===== src/rtl/ethernet_fmc_trace_pkg.sv =====
// Shared types and constants for the Ethernet FMC trace streaming path.
package ethernet_fmc_trace_pkg;

    typedef enum logic [2:0] {
        IDLE,
        HDR,
        READ,
        DRAIN,
        DONE
    } streamState_e;

    localparam int TRACE_ROW_BYTES = 32;
    localparam int HALF_BYTES      = 16;
    localparam int ROW_SHIFT       = $clog2(TRACE_ROW_BYTES);
    localparam int HALF_SHIFT      = $clog2(HALF_BYTES);

    localparam int HDR_FIELD_W   = 16;
    localparam int HDR_MAGIC_LSB = 0;
    localparam int HDR_FIRST_LSB = 16;
    localparam int HDR_COUNT_LSB = 32;

    localparam logic [15:0] MAGIC_DEFAULT = 16'h7E5C;

endpackage


===== src/rtl/trace_stream_fifo2.sv =====
// Two-entry data+last FIFO with simultaneous push/pop and a synchronous flush.
// The head always lives in slot 0 so the stream outputs come straight from a register.
module trace_stream_fifo2 #(
    parameter int DATA_W = 128
) (
    input  logic              clk_i,
    input  logic              reset_n_i,
    input  logic              flush_i,
    input  logic              push_i,
    input  logic [DATA_W-1:0] pushData_i,
    input  logic              pushLast_i,
    input  logic              pop_i,
    output logic [DATA_W-1:0] headData_o,
    output logic              headLast_o,
    output logic              valid_o,
    output logic [1:0]        count_o
);

    logic [DATA_W-1:0] data0_q, data0_d, data1_q, data1_d;
    logic              last0_q, last0_d, last1_q, last1_d;
    logic [1:0]        count_q, count_d;
    logic              doPush, doPop;

    always_comb begin
        doPop   = pop_i && (count_q != 2'd0);
        doPush  = push_i && ((count_q != 2'd2) || doPop);
        data0_d = data0_q;
        last0_d = last0_q;
        data1_d = data1_q;
        last1_d = last1_q;
        count_d = count_q;
        if (flush_i) begin
            count_d = 2'd0;
        end else begin
            case ({doPush, doPop})
                2'b10: begin
                    if (count_q == 2'd0) begin
                        data0_d = pushData_i;
                        last0_d = pushLast_i;
                    end else begin
                        data1_d = pushData_i;
                        last1_d = pushLast_i;
                    end
                    count_d = count_q + 2'd1;
                end
                2'b01: begin
                    data0_d = data1_q;
                    last0_d = last1_q;
                    count_d = count_q - 2'd1;
                end
                2'b11: begin
                    // With one entry the incoming beat replaces the departing head directly.
                    if (count_q == 2'd2) begin
                        data0_d = data1_q;
                        last0_d = last1_q;
                        data1_d = pushData_i;
                        last1_d = pushLast_i;
                    end else begin
                        data0_d = pushData_i;
                        last0_d = pushLast_i;
                    end
                end
                default: ;
            endcase
        end
    end

    always_ff @(posedge clk_i or negedge reset_n_i) begin
        if (!reset_n_i) begin
            data0_q <= '0;
            last0_q <= 1'b0;
            data1_q <= '0;
            last1_q <= 1'b0;
            count_q <= 2'd0;
        end else begin
            data0_q <= data0_d;
            last0_q <= last0_d;
            data1_q <= data1_d;
            last1_q <= last1_d;
            count_q <= count_d;
        end
    end

    assign headData_o = data0_q;
    assign headLast_o = last0_q;
    assign valid_o    = (count_q != 2'd0);
    assign count_o    = count_q;

endmodule


===== src/rtl/ethernet_fmc_trace_streamer.sv =====
// Dumps the valid rows of the instruction-trace ring oldest-first as a 128-bit
// valid/ready stream: one header beat, then two half-row beats per row, tlast on the final beat.
module ethernet_fmc_trace_streamer
    import ethernet_fmc_trace_pkg::*;
#(
    parameter logic [31:0] TRACE_BASEADDR = 32'h0010_0000,
    parameter int          TRACE_DEPTH    = 1024,
    parameter int          MEM_DATA_SIZE  = 128,
    parameter int          MEM_ADDR_SIZE  = 32,
    parameter logic [15:0] MAGIC          = MAGIC_DEFAULT
) (
    input  logic                     clk_i,
    input  logic                     reset_n_i,
    input  logic                     start_i,
    input  logic                     abort_i,
    input  logic [MEM_ADDR_SIZE-1:0] trace_ptr_i,
    input  logic [MEM_ADDR_SIZE-1:0] trace_count_i,
    output logic                     trace_mem_en_o,
    output logic [MEM_ADDR_SIZE-1:0] trace_mem_addr_o,
    input  logic [MEM_DATA_SIZE-1:0] trace_mem_rdata_i,
    output logic [MEM_DATA_SIZE-1:0] m_tdata_o,
    output logic                     m_tvalid_o,
    output logic                     m_tlast_o,
    input  logic                     m_tready_i,
    output logic                     busy_o,
    output logic                     done_o
);

    localparam int ROW_W = $clog2(TRACE_DEPTH);
    localparam int IDX_W = ROW_W + 2;
    localparam logic [MEM_ADDR_SIZE-1:0] DEPTH_A = MEM_ADDR_SIZE'(TRACE_DEPTH);
    localparam logic [ROW_W:0]           DEPTH_N = (ROW_W + 1)'(TRACE_DEPTH);
    localparam logic [MEM_ADDR_SIZE-1:0] BASE_A  = MEM_ADDR_SIZE'(TRACE_BASEADDR);

    streamState_e state_q;
    logic [ROW_W:0]     nRows_q, nSnap;
    logic [ROW_W-1:0]   firstRow_q, firstSnap, rowIdx;
    logic [IDX_W-1:0]   readIdx_q, totalReads;
    logic               inflight_q, inflightLast_q;
    logic [1:0]         fifoCount;
    logic               fifoValid;
    logic               pop, issue, lastRead, pushHdr, push, pushLast, flush, drainDone, active;
    logic [2:0]         occAfterPop;
    logic [MEM_DATA_SIZE-1:0] hdrBeat, pushData;
    logic [ROW_W+ROW_SHIFT-1:0] rowOffset;
    logic               unusedPtrBits;

    assign unusedPtrBits = ^trace_ptr_i[MEM_ADDR_SIZE-1:ROW_W];

    always_comb begin
        nSnap     = (trace_count_i > DEPTH_A) ? DEPTH_N : trace_count_i[ROW_W:0];
        firstSnap = trace_ptr_i[ROW_W-1:0] - nSnap[ROW_W-1:0];

        active      = (state_q == HDR) || (state_q == READ) || (state_q == DRAIN);
        flush       = active && abort_i;
        pop         = fifoValid && m_tready_i;
        // Reads still in flight already own a FIFO slot, so they count as occupancy.
        occAfterPop = 3'(fifoCount) - 3'(pop) + 3'(inflight_q);
        totalReads  = {nRows_q, 1'b0};
        lastRead    = (readIdx_q == totalReads - IDX_W'(1));
        issue       = (state_q == READ) && !abort_i && (occAfterPop < 3'd2);
        drainDone   = !inflight_q && ((fifoCount == 2'd0) || ((fifoCount == 2'd1) && pop));

        rowIdx    = firstRow_q + readIdx_q[ROW_W:1];
        rowOffset = {rowIdx, readIdx_q[0], {HALF_SHIFT{1'b0}}};

        hdrBeat = '0;
        hdrBeat[HDR_MAGIC_LSB +: HDR_FIELD_W] = MAGIC;
        hdrBeat[HDR_FIRST_LSB +: HDR_FIELD_W] = HDR_FIELD_W'(firstRow_q);
        hdrBeat[HDR_COUNT_LSB +: HDR_FIELD_W] = HDR_FIELD_W'(nRows_q);

        pushHdr  = (state_q == HDR) && !abort_i;
        push     = pushHdr || inflight_q;
        pushData = pushHdr ? hdrBeat : trace_mem_rdata_i;
        pushLast = pushHdr ? (nRows_q == '0) : inflightLast_q;
    end

    always_ff @(posedge clk_i or negedge reset_n_i) begin
        if (!reset_n_i) begin
            state_q        <= IDLE;
            nRows_q        <= '0;
            firstRow_q     <= '0;
            readIdx_q      <= '0;
            inflight_q     <= 1'b0;
            inflightLast_q <= 1'b0;
        end else begin
            inflight_q     <= issue;
            inflightLast_q <= issue && lastRead;
            case (state_q)
                IDLE: begin
                    if (start_i) begin
                        nRows_q    <= nSnap;
                        firstRow_q <= firstSnap;
                        readIdx_q  <= '0;
                        state_q    <= HDR;
                    end
                end
                HDR: begin
                    if (abort_i)               state_q <= DONE;
                    else if (nRows_q == '0)    state_q <= DRAIN;
                    else                       state_q <= READ;
                end
                READ: begin
                    if (abort_i) begin
                        state_q <= DONE;
                    end else if (issue) begin
                        readIdx_q <= readIdx_q + IDX_W'(1);
                        if (lastRead) state_q <= DRAIN;
                    end
                end
                DRAIN: begin
                    if (abort_i || drainDone) state_q <= DONE;
                end
                DONE:    state_q <= IDLE;
                default: state_q <= IDLE;
            endcase
        end
    end

    trace_stream_fifo2 #(
        .DATA_W (MEM_DATA_SIZE)
    ) u_fifo (
        .clk_i      (clk_i),
        .reset_n_i  (reset_n_i),
        .flush_i    (flush),
        .push_i     (push),
        .pushData_i (pushData),
        .pushLast_i (pushLast),
        .pop_i      (pop),
        .headData_o (m_tdata_o),
        .headLast_o (m_tlast_o),
        .valid_o    (fifoValid),
        .count_o    (fifoCount)
    );

    assign m_tvalid_o       = fifoValid;
    assign trace_mem_en_o   = issue;
    assign trace_mem_addr_o = issue ? (BASE_A + MEM_ADDR_SIZE'(rowOffset)) : '0;
    assign busy_o           = active;
    assign done_o           = (state_q == DONE);

endmodule


===== config.mk =====
export PLATFORM = sky130hd
export DESIGN_NAME = ethernet_fmc_trace_streamer
export DESIGN_NICKNAME = d
export VERILOG_FILES = /design/src/rtl/ethernet_fmc_trace_pkg.sv /design/src/rtl/trace_stream_fifo2.sv /design/src/rtl/ethernet_fmc_trace_streamer.sv
export SDC_FILE = /design/constraint.sdc
export NUM_CORES = 1
export LEC_CHECK = 0
export ABC_AREA = 1
export ABC_CLOCK_PERIOD_IN_PS = 3500
export CAP_MARGIN = 20
export CELL_PAD_IN_SITES_DETAIL_PLACEMENT = 1
export CELL_PAD_IN_SITES_GLOBAL_PLACEMENT = 1
export CORE_MARGIN = 2
export CORE_UTILIZATION = 28
export CTS_CLUSTER_DIAMETER = 120
export CTS_CLUSTER_SIZE = 40
export DETAILED_ROUTE_END_ITERATION = 8
export PLACE_DENSITY = 0.61
export SLEW_MARGIN = 20
export SYNTH_ARGS = -nofsm -noshare
export SYNTH_HDL_FRONTEND = slang
export SYNTH_HIERARCHICAL = 1
export SYNTH_SLANG_ARGS = --single-unit

===== constraint.sdc =====
create_clock -name clk_i -period 3.5 [get_ports clk_i]
set_clock_uncertainty 0.05 [all_clocks]
set_input_delay 0.7 -clock clk_i [delete_from_list [all_inputs] [get_ports clk_i]]
set_output_delay 0.7 -clock clk_i [all_outputs]
set_load 0.01 [all_outputs]

**Yosys cells after proc, flatten, opt, wreduce, memory -nomap -nowiden**

Cells that the tools add are included.

- Multiplexer cells: 30
- Reduce and logical (&&, ||, !) cells: 31
- Equality and inequality tests: 20
- $add $sub $neg: 9
- Magnitude comparators: 2
- Bitwise gates (word level): 1

Operators by type and width:

| operator | number |
|---|---|
| two-way mux 128 bit | 5 |
| one-hot mux 128 bit (3 select lines) | 1 |
| one-hot mux 128 bit (2 select lines) | 1 |
| two-way mux 12 bit | 3 |
| greater-than comparator 32 x 11 -> 1 bit, second input constant | 1 |
| one-hot mux 12 bit (2 select lines) | 1 |
| adder 21 x 15 -> 22 bit, first input constant | 1 |
| two-way mux 22 bit | 1 |
| two-way mux 3 bit | 6 |
| adder 12 x 1 -> 12 bit, second input constant | 1 |
| == test 12 bit | 1 |
| != test 2 bit, second input constant | 6 |
| one-hot mux 3 bit (4 select lines) | 1 |
| AND reduction 4 bit | 3 |
| subtractor 12 x 1 -> 12 bit, second input constant | 1 |
| logical NOT 11 bit | 1 |
| two-way mux 11 bit | 1 |
| adder 10 bit | 1 |
| logical AND 1 bit | 10 |
| subtractor 10 bit | 1 |
| == test 2 bit, second input constant | 3 |
| == test 3 x 2 -> 1 bit, second input constant | 2 |
| logical OR 1 bit | 6 |
| two-way mux 1 bit | 6 |
| 22 further kinds | 29 |

- Output and inout bits: 165
- Register bits: 298
- Input bits: 197
- Logic and storage cells: 104

**Longest topological paths before layout**

Gate-level depths: netlist of run 1.

- Word-level depth: 9
- Gate-level depth with buffers: 20
- Mapped depth without buffers: 19

**Hierarchy**

The synthesis of run 1 kept the hierarchy.

Modules (own cells, without submodules):

| module | cells each | sequential area each (um2) | times used | area an instance (um2) |
|---|---|---|---|---|
| trace_stream_fifo2 | 1568 | 6506.2 | 1 | 12443.2 |
| ethernet_fmc_trace_streamer | 770 | 950.9 | 1 | 4533.1 |

**Worst setup path after synthesis of run 1**

Ideal clock, no wire load.

- Path kind: reg-to-output
- Start: reg u_fifo.count_q[1], in the netlist u_fifo/count_o[1]
- End: out trace_mem_addr_o[10]
- Path slack: -0.014 ns
- Stages on the path, launching flop included: 14
- Path buffers: 0
- Arrival time: 2.764 ns
- Path through: dfrtp_1 inv_1 nand2_1 nand2_1 inv_1 ha_1 or2_2 fa_1 nand2_1 nor2_1 nand2_4 clkinv_1 o21ai_0 a21oi_1

- Word-level cells in the longest chain between the ends: 7

Ends and longest elaborated chain:

| item | RTL line | RTL |
|---|---|---|
| start: declaration | trace_stream_fifo2.sv:21 | `logic [1:0] count_q, count_d;` |
| start signal: assignment | trace_stream_fifo2.sv:80 | `count_q <= count_d;` |
| nonzero test 2 bit | trace_stream_fifo2.sv:86 | `assign valid_o = (count_q != 2'd0);` |
| net m_tvalid_o | ethernet_fmc_trace_streamer.sv:22 | `output logic m_tvalid_o,` |
| logical AND 1 bit | ethernet_fmc_trace_streamer.sv:56 | `pop = fifoValid && m_tready_i;` |
| net pop | ethernet_fmc_trace_streamer.sv:42 | `logic pop, issue, lastRead, pushHdr, push, pushLast, flush, drainDone, active;` |
| subtractor 2 x 1 -> 3 bit | ethernet_fmc_trace_streamer.sv:58 | `occAfterPop = 3'(fifoCount) - 3'(pop) + 3'(inflight_q);` |
| adder 3 x 1 -> 3 bit | ethernet_fmc_trace_streamer.sv:58 |  |
| < comparator 3 x 2 -> 1 bit | ethernet_fmc_trace_streamer.sv:61 | `issue = (state_q == READ) && !abort_i && (occAfterPop < 3'd2);` |
| logical AND 1 bit | ethernet_fmc_trace_streamer.sv:61 |  |
| net trace_mem_en_o | ethernet_fmc_trace_streamer.sv:18 | `output logic trace_mem_en_o,` |
| two-way mux 22 bit | ethernet_fmc_trace_streamer.sv:138 | `assign trace_mem_addr_o = issue ? (BASE_A + MEM_ADDR_SIZE'(rowOffset)) : '0;` |
| end: declaration | ethernet_fmc_trace_streamer.sv:19 | `output logic [MEM_ADDR_SIZE-1:0] trace_mem_addr_o,` |

The timed path passes the listed nets, and every way through them passes these cells.

**Worst setup path in the final report of run 1**

- Start: reg u_fifo.count_q[1], in the netlist u_fifo/count_o[1]
- End: out trace_mem_addr_o[11]

- Word-level cells in the longest chain between the ends: 7

Ends and longest elaborated chain:

| item | RTL line |
|---|---|
| nonzero test 2 bit | trace_stream_fifo2.sv:86 |
| logical AND 1 bit | ethernet_fmc_trace_streamer.sv:56 |
| net pop | ethernet_fmc_trace_streamer.sv:42 |
| subtractor 2 x 1 -> 3 bit | ethernet_fmc_trace_streamer.sv:58 |
| adder 3 x 1 -> 3 bit | ethernet_fmc_trace_streamer.sv:58 |
| < comparator 3 x 2 -> 1 bit | ethernet_fmc_trace_streamer.sv:61 |
| logical AND 1 bit | ethernet_fmc_trace_streamer.sv:61 |
| two-way mux 22 bit | ethernet_fmc_trace_streamer.sv:138 |

The timed path passes the listed nets, and every way through them passes these cells.

==> metrics, run 1 <==
Finished Cell Area 0.0221 mm^2; element type at the critical path end output pin; clock share of power 0.130; clk_lat worst skew 540 ps; Internal Dissipation 9.55 mW; Warnings, synthesis 6; Total Wirelength 64400 um; final hold slack 19.0 ps; Mapped Area 0.0170 mm^2; Rel. slew slack 0.260; Hold WC Path Type input pin to async pin; DRT Pass-1 Iters 5; total gr overflow 0; ANT cells 0; failing checks setup timing; Startpoint Class flip-flop; worst slew pin tran 1110 ps; leading register cell type out of synthesis dfrtp_1; max_cap viols 0; worst-case reg-to-reg path depth 22; largest net degree at the start of global routing 85; drc violations 0; placed cell count 3382; initial antenna violation count 2; Post-synth EDFFs 0; max-slew violations 0; GP Congestion 0.878; Design Power 17.2 mW; Total Routing Usage GR 0.198; Post-Synthesis Cells 2338; area grow syn2layout 30.4%; Final Hold Fails 0; Leak 11.6 nW; Filler cells 7387; logic gate share of total power 0.527; fin nets 2872; final setup vio count 13; fraction of layout cells with a size suffix above 1 0.0836; Root Buffer clkbuf_16; CTS tree yes; I/O Buffers 319; Final Cycle Share 1.07; post-route minimum period 3730 ps; Worst EP arrival 2980 ps; TritonCTS sink count 298; via density per instance 4.75; post-synthesis cell type count 43; critical path peak fanout 8; maximum vdd drop 0.570 mV; die height 250 um; hpwl dp 41300 um; average routed wire per standard cell 18.7 um; clock buffer depth 3; syn_area_per_cell 7.26 um^2; P_sw 7.67 mW; PnR worst setup slack -229 ps; I/O pin count 362; die width 250 um; die area 0.0626 mm^2; Starting Density 0.282; R2R Path End u_fifo/data1_q[117]; PwrDens 778 mW/mm^2; status finished with violations; Seq cells post-synth 298; DP Area 0.0212 mm^2; # H-tree levels 1; antenna viol nets, final 0; core region area 0.0601 mm^2; Fmax achieved 268 MHz; number of CTS-inserted buffers 14; RR Startpoint u_fifo/count_o[0]; Critical Path RT 2750 ps; setup TNS -2120 ps; Placement Rows 90; vias in the first global route 17200; sequential area share after synthesis 0.439; vias 16300; ys async rst share 1.00; Reg power frac 0.343; switching portion of total power 0.445; final std cells w/o fill 3439; first-pass GRT wire length 99300 um; R2R Setup Slk 200 ps; RSZ-0062 raised after global routing yes; crit path kind flip-flop to output pin; clk slew on worst S/H paths 130 ps; initial DRC count 898
-- worst max path at each step --
stage                     depth (start not counted)         startpoint  slack [ps]                   end
after CTS                                        15  u_fifo/count_o[0]        -260  trace_mem_addr_o[14]
after global routing                             15  u_fifo/count_o[1]        -360   trace_mem_addr_o[9]
final                                            15  u_fifo/count_o[1]        -230  trace_mem_addr_o[11]
after floorplan                                  14  u_fifo/count_o[0]           3  trace_mem_addr_o[10]
after global placement                           13         m_tready_i        -920  trace_mem_addr_o[13]
after detailed placement                         15         m_tready_i        -870  trace_mem_addr_o[12]
-- registers in the layout (all words and copies together), names as in the netlist, 2 cells and up --
signal / flops
u_fifo/headData_o: 128
readIdx_q: 12
u_fifo/data1_q: 128
state_q: 3
firstRow_q: 10
u_fifo/count_o: 2
nRows_q: 11
-- cell usage after synthesis, types with 2 or more instances --
library cell    n  area, um^2
nand3_1       281        1410
nor2_1        158         593
fa_1            3        60.1
nand2_1       828        3110
ha_1           21         263
or2_2          13        81.3
clkbuf_1       26        97.6
o21ai_1         9        45.0
buf_2          84         420
nor2_2          5        31.3
inv_4           2        12.5
nor3b_1         2        15.0
nor4_1          2        12.5
inv_2           3        11.3
a31oi_1         3        18.8
inv_1         288        1080
xor2_1         12         105
a21oi_1        24         120
buf_1           7        26.3
buf_6          14         158
nor2_4          2        22.5
nand4_1        18         113
buf_4          25         188
o21ai_0        39         195
xnor2_1         4        35.0
o31ai_1         4        30.0
nand3_4         3        52.6
a21o_1          2        15.0
nand3b_1      130         976
nor3_1          6        30.0
o21bai_1        4        30.0
o21ai_2         8        70.1
dfrtp_1       298        7460
-- power groups by stage --
stage | logic, mW | registers (mW) | clock network (mW)
finish | 9.07 | 5.91 | 2.25
global route | 10.1 | 6.09 | 2.46
CTS | 9.03 | 5.92 | 2.37
detailed placement | 8.74 | 5.98 | 0
global placement | 8.50 | 5.91 | 0
floorplan | 4.83 | 6.01 | 0
-- per-stage QoR --
stage	util	worst slack, ps
floorplan	-	3.16
global placement	0.352	-918
detailed placement	0.352	-873
CTS	0.365	-256
global route	0.368	-361
finish	0.368	-229
-- cell usage in the layout (no fill, tap or decap), types with 9 or more instances in the layout --
cell             count
a21oi_1             23
nand4_1             18
o21ai_0             32
dfrtp_1            297
o21ai_1             13
xor2_1              12
buf_12              12
buf_4               85
nand2_1            818
inv_1              283
or2_2               12
conb_1              20
nor2_1             154
clkbuf_16           21
o21ai_2              9
buf_6               10
ha_1                20
nand3_1            281
nand3b_1           130
buf_2               11
clkdlybuf4s50_1    304
-- critical path, cell delays in order, from the launching register on --
cell and delay (ps):
dfrtp_2 430, inv_2 70, nand2_2 60, nand2_2 60
inv_2 50, ha_4 200, or2_4 230, fa_2 540
nand2_2 70, nor2_4 120, nand2_4 90, clkinv_4 70
buf_12 110, o21ai_1 60, a21oi_1 120, buf_2 150
-- cell type report --
type / instances / area, um^2 / share of cell area
well taps: 782 / 978 / 0.0442
repair buffers: 433 / 4350 / 0.196
inverters: 294 / 1120 / 0.0504
multi-input cells: 1610 / 7750 / 0.350
clock inverters: 7 / 114 / 0.00514
flip-flops and latches: 298 / 7460 / 0.337
clock buffers: 15 / 375 / 0.0170
-- layer usage --
layer,track usage,part of all wire
met1,0.259,0.46
met2,0.348,0.48
met3,0.0246,0.039
met4,0.0465,0.021
met5,0,0.00017
-- logic make-up (layout without fill, tap and decap cells) --
family / after synthesis / count (layout) / share of synthesized area
and+or+nand+nor: 1452 / 1453 / 0.382
buffers and inverters: 450 / 749 / 0.118
DFF: 298 / 298 / 0.439
AOI/OAI and AO/OA: 97 / 97 / 0.0333
adders and majority gates: 24 / 24 / 0.0190
xor gates and xnor gates: 16 / 16 / 0.00825
other: 1 / 20 / 0.000221
-- what timing repair did --
| item | 4_1_cts | 5_1_grt |
|---|---|---|
| buffers inserted | 26 | 6 |
| setup endpoints to repair | 13 | 142 |
| resized for setup | 93 | 8 |
| pin swaps | 8 | 4 |
| endpoints found under the hold margin | 0 | 0 |
| gates cloned | 1 | 9 |
| hold buffers | 0 | 0 |
Power figures use the tool's default switching activity.
==> inputs of run 2 (changes only) <==
--- a/config.mk
+++ b/config.mk
@@ -8,14 +8,12 @@
 export ABC_AREA = 1
 export ABC_CLOCK_PERIOD_IN_PS = 3500
 export CAP_MARGIN = 20
-export CELL_PAD_IN_SITES_DETAIL_PLACEMENT = 1
-export CELL_PAD_IN_SITES_GLOBAL_PLACEMENT = 1
 export CORE_MARGIN = 2
 export CORE_UTILIZATION = 28
 export CTS_CLUSTER_DIAMETER = 120
 export CTS_CLUSTER_SIZE = 40
 export DETAILED_ROUTE_END_ITERATION = 8
-export PLACE_DENSITY = 0.61
+export PLACE_DENSITY = 0.46
 export SLEW_MARGIN = 20
 export SYNTH_ARGS = -nofsm -noshare
 export SYNTH_HDL_FRONTEND = slang
==> run 2 against run 1 <==
  * The run still ends with setup timing left
  * Setup slack better by 140 ps
  * Clock power increased by 2%
  * Wire length decreased by 11%
  * Global-route usage decreased by 1.7 points
  * Die area did not move
  * Hold slack better by 63 ps
  * Non-clock buffer count down 19
  * Final cell count is 0.47% lower
  * Sequential cell count unchanged
  * Count of clock-buffer cells in the layout is 1 higher
  * Sequential share of layout area grew 0.38 points
  * Register-to-register slack gained 370 ps
==> metrics, run 2 (same netlist as run 1, synthesis figures left out) <==
fin nets 2852 (-0.70%); core region area 0.0601 mm^2 (unchanged); worst slew pin tran 714 ps (-395 ps); number of CTS-inserted buffers 14 (unchanged); Total Wirelength 57500 um (-11%); GP Congestion 0.849 (-3.3%); Startpoint Class flip-flop; antenna viol nets, final 0 (unchanged); max_cap viols 0 (unchanged); crit path kind flip-flop to output pin; hpwl dp 38700 um (-6.4%); PnR worst setup slack -85.3 ps (+143 ps); Leak 11.5 nW (-1.1%); commonest non-fill, non-tap cell in the layout nand2_1; area grow syn2layout 29.0%; RSZ-0062 raised after global routing yes; first-pass GRT wire length 91300 um (-8.1%); Critical Path RT 2750 ps (about the same); element type at the critical path end output pin; I/O pin count 362 (unchanged); clock buffer depth 3 (unchanged); status finished with violations; TritonCTS sink count 298 (unchanged); initial antenna violation count 2 (unchanged); Worst EP arrival 2840 ps (-140 ps); Starting Density 0.282 (unchanged); Placement Rows 90 (unchanged); CTS Hold Bufs 0 (unchanged); Fmax achieved 279 MHz (+4.0%); die area 0.0626 mm^2 (unchanged); die width 250 um (unchanged); Finished Cell Area 0.0219 mm^2 (-1.1%); via density per instance 4.62 (-2.7%); clk_lat worst skew 540 ps (about the same); DP Area 0.0213 mm^2 (+0.47%); Final Cycle Share 1.02 (-0.0410); Total Routing Usage GR 0.182 (-0.0167); I/O Buffers 319 (unchanged); commonest non-fill, non-tap cells in the layout nand2_1 (822), clkdlybuf4s50_1 (304), dfrtp_1 (295), inv_1 (283), nand3_1 (281); setup TNS -585 ps (+1540 ps); die height 250 um (unchanged); PwrDens 769 mW/mm^2 (-1.2%); failing checks setup timing; initial DRC count 996 (+11%); clk slew on worst S/H paths 140 ps (about the same); Final Hold Fails 0 (unchanged); maximum vdd drop 0.408 mV (-28%); max-slew violations 0 (unchanged); Rel. slew slack 0.524 (+0.264); average routed wire per standard cell 16.8 um (-10%); fraction of layout cells with a size suffix above 1 0.0769 (-0.00663); post-route minimum period 3590 ps (-143 ps); drc violations 0 (unchanged); Hold WC Path Type input pin to async pin; total gr overflow 0 (unchanged); CTS tree yes; Filler cells 6389 (-14%); vias in the first global route 15800 (-8.7%); # H-tree levels 1 (unchanged); DRT Pass-1 Iters 6 (+1); largest net degree at the start of global routing 91 (+7.1%); Root Buffer clkbuf_16; critical path peak fanout 4 (-4); final setup vio count 13 (unchanged); vias 15800 (-3.2%)
run 2: changes by cell type in the layout (fill, tap and decap cells not counted), sizes merged:
cell	previous run	this run
buf	122	109
clkbuf	21	16
clkinv	2	5
inv	299	296
diode	0	2
bufinv	0	1
nand2	831	830
run 2: path summary, 6_finish.rpt:
path / from / endpoint / slack, ps / depth (start not counted)
hold / removal: reset_n_i / u_fifo/headData_o[58] / 80 / 1
min in group clk_i: u_fifo/data1_q[37] / u_fifo/data1_q[37] / 420 / 2
max in group asynchronous: reset_n_i / firstRow_q[0] / 2410 / 2
setup / recovery: u_fifo/count_o[1] / trace_mem_addr_o[13] / -90 / 13
setup reg to reg: u_fifo/count_o[1] / firstRow_q[7] / 570 / 17
hold reg to reg: u_fifo/data1_q[37] / u_fifo/data1_q[37] / 420 / 2
run 2: area by class of cell:
cell class	count	area (um^2)	area share
sequential	298	7460	0.341
multi-input combinational	1609	7720	0.352
antenna	2	5.00	0.000229
timing repair buffer	414	4080	0.186
clock buffer	16	389	0.0178
tap	782	978	0.0447
clock inverter	8	150	0.00686
inverter	294	1120	0.0511
run 2: stage by stage:
| step | util | instances | hold slack [ps] | setup WS, ps | power [mW] |
|---|---|---|---|---|---|
| after floorplan | - | 2357 | 354 | 3.16 | 10.8 |
| after global placement | 0.354 | 3392 | 394 | -880 | 14.5 |
| after detailed placement | 0.354 | 3392 | 399 | -879 | 14.6 |
| after CTS | 0.363 | 3418 | 82.8 | -160 | 17.1 |
| after global routing | 0.364 | 3423 | 97.2 | -221 | 18.3 |
| final | 0.364 | 3423 | 82.2 | -85.3 | 16.8 |
run 2: report_power, final:
part           switching [mW]  internal, mW
Clock                    1.33         0.957
Sequential              0.896          4.98
Combinational            5.09          3.58
Total                    7.31          9.52
run 2: per-layer routing:
layer | vias to the layer above | share of wire | GRT usage
met2 | 418 | 0.47 | 0.304
met3 | 43 | 0.052 | 0.0275
met1 | 7561 | 0.46 | 0.248
met4 | 0 | 0.015 | 0.0378
li1 | 7798 | - | -
met5 | - | 0 | 0
run 2: worst max-delay path: stages (launching register included):
cell and delay, ps:
dfrtp_2 430, inv_2 60, nand2_2 60, nand2_2 60, inv_2 50, ha_4 200, or2_4 220, fa_1 500
nand2_2 60, nor2_4 110, nand2_4 110, buf_6 140, nor3b_2 150, buf_2 150
run 2: timing repair:
item / in CTS / in global routing
pin swaps: 8 / 3
gates resized for setup: 75 / 16
buffers inserted: 2 / 3
endpoints found under the setup margin: 13 / 13
==> inputs of run 3 (changes only) <==
--- a/config.mk
+++ b/config.mk
@@ -7,7 +7,7 @@
 export LEC_CHECK = 0
 export ABC_AREA = 1
 export ABC_CLOCK_PERIOD_IN_PS = 3500
-export CAP_MARGIN = 20
+export CAP_MARGIN = 30
 export CORE_MARGIN = 2
 export CORE_UTILIZATION = 28
 export CTS_CLUSTER_DIAMETER = 120
==> results of run 3 <==
Final layout, timing and power as in run 2 (identical DEF).
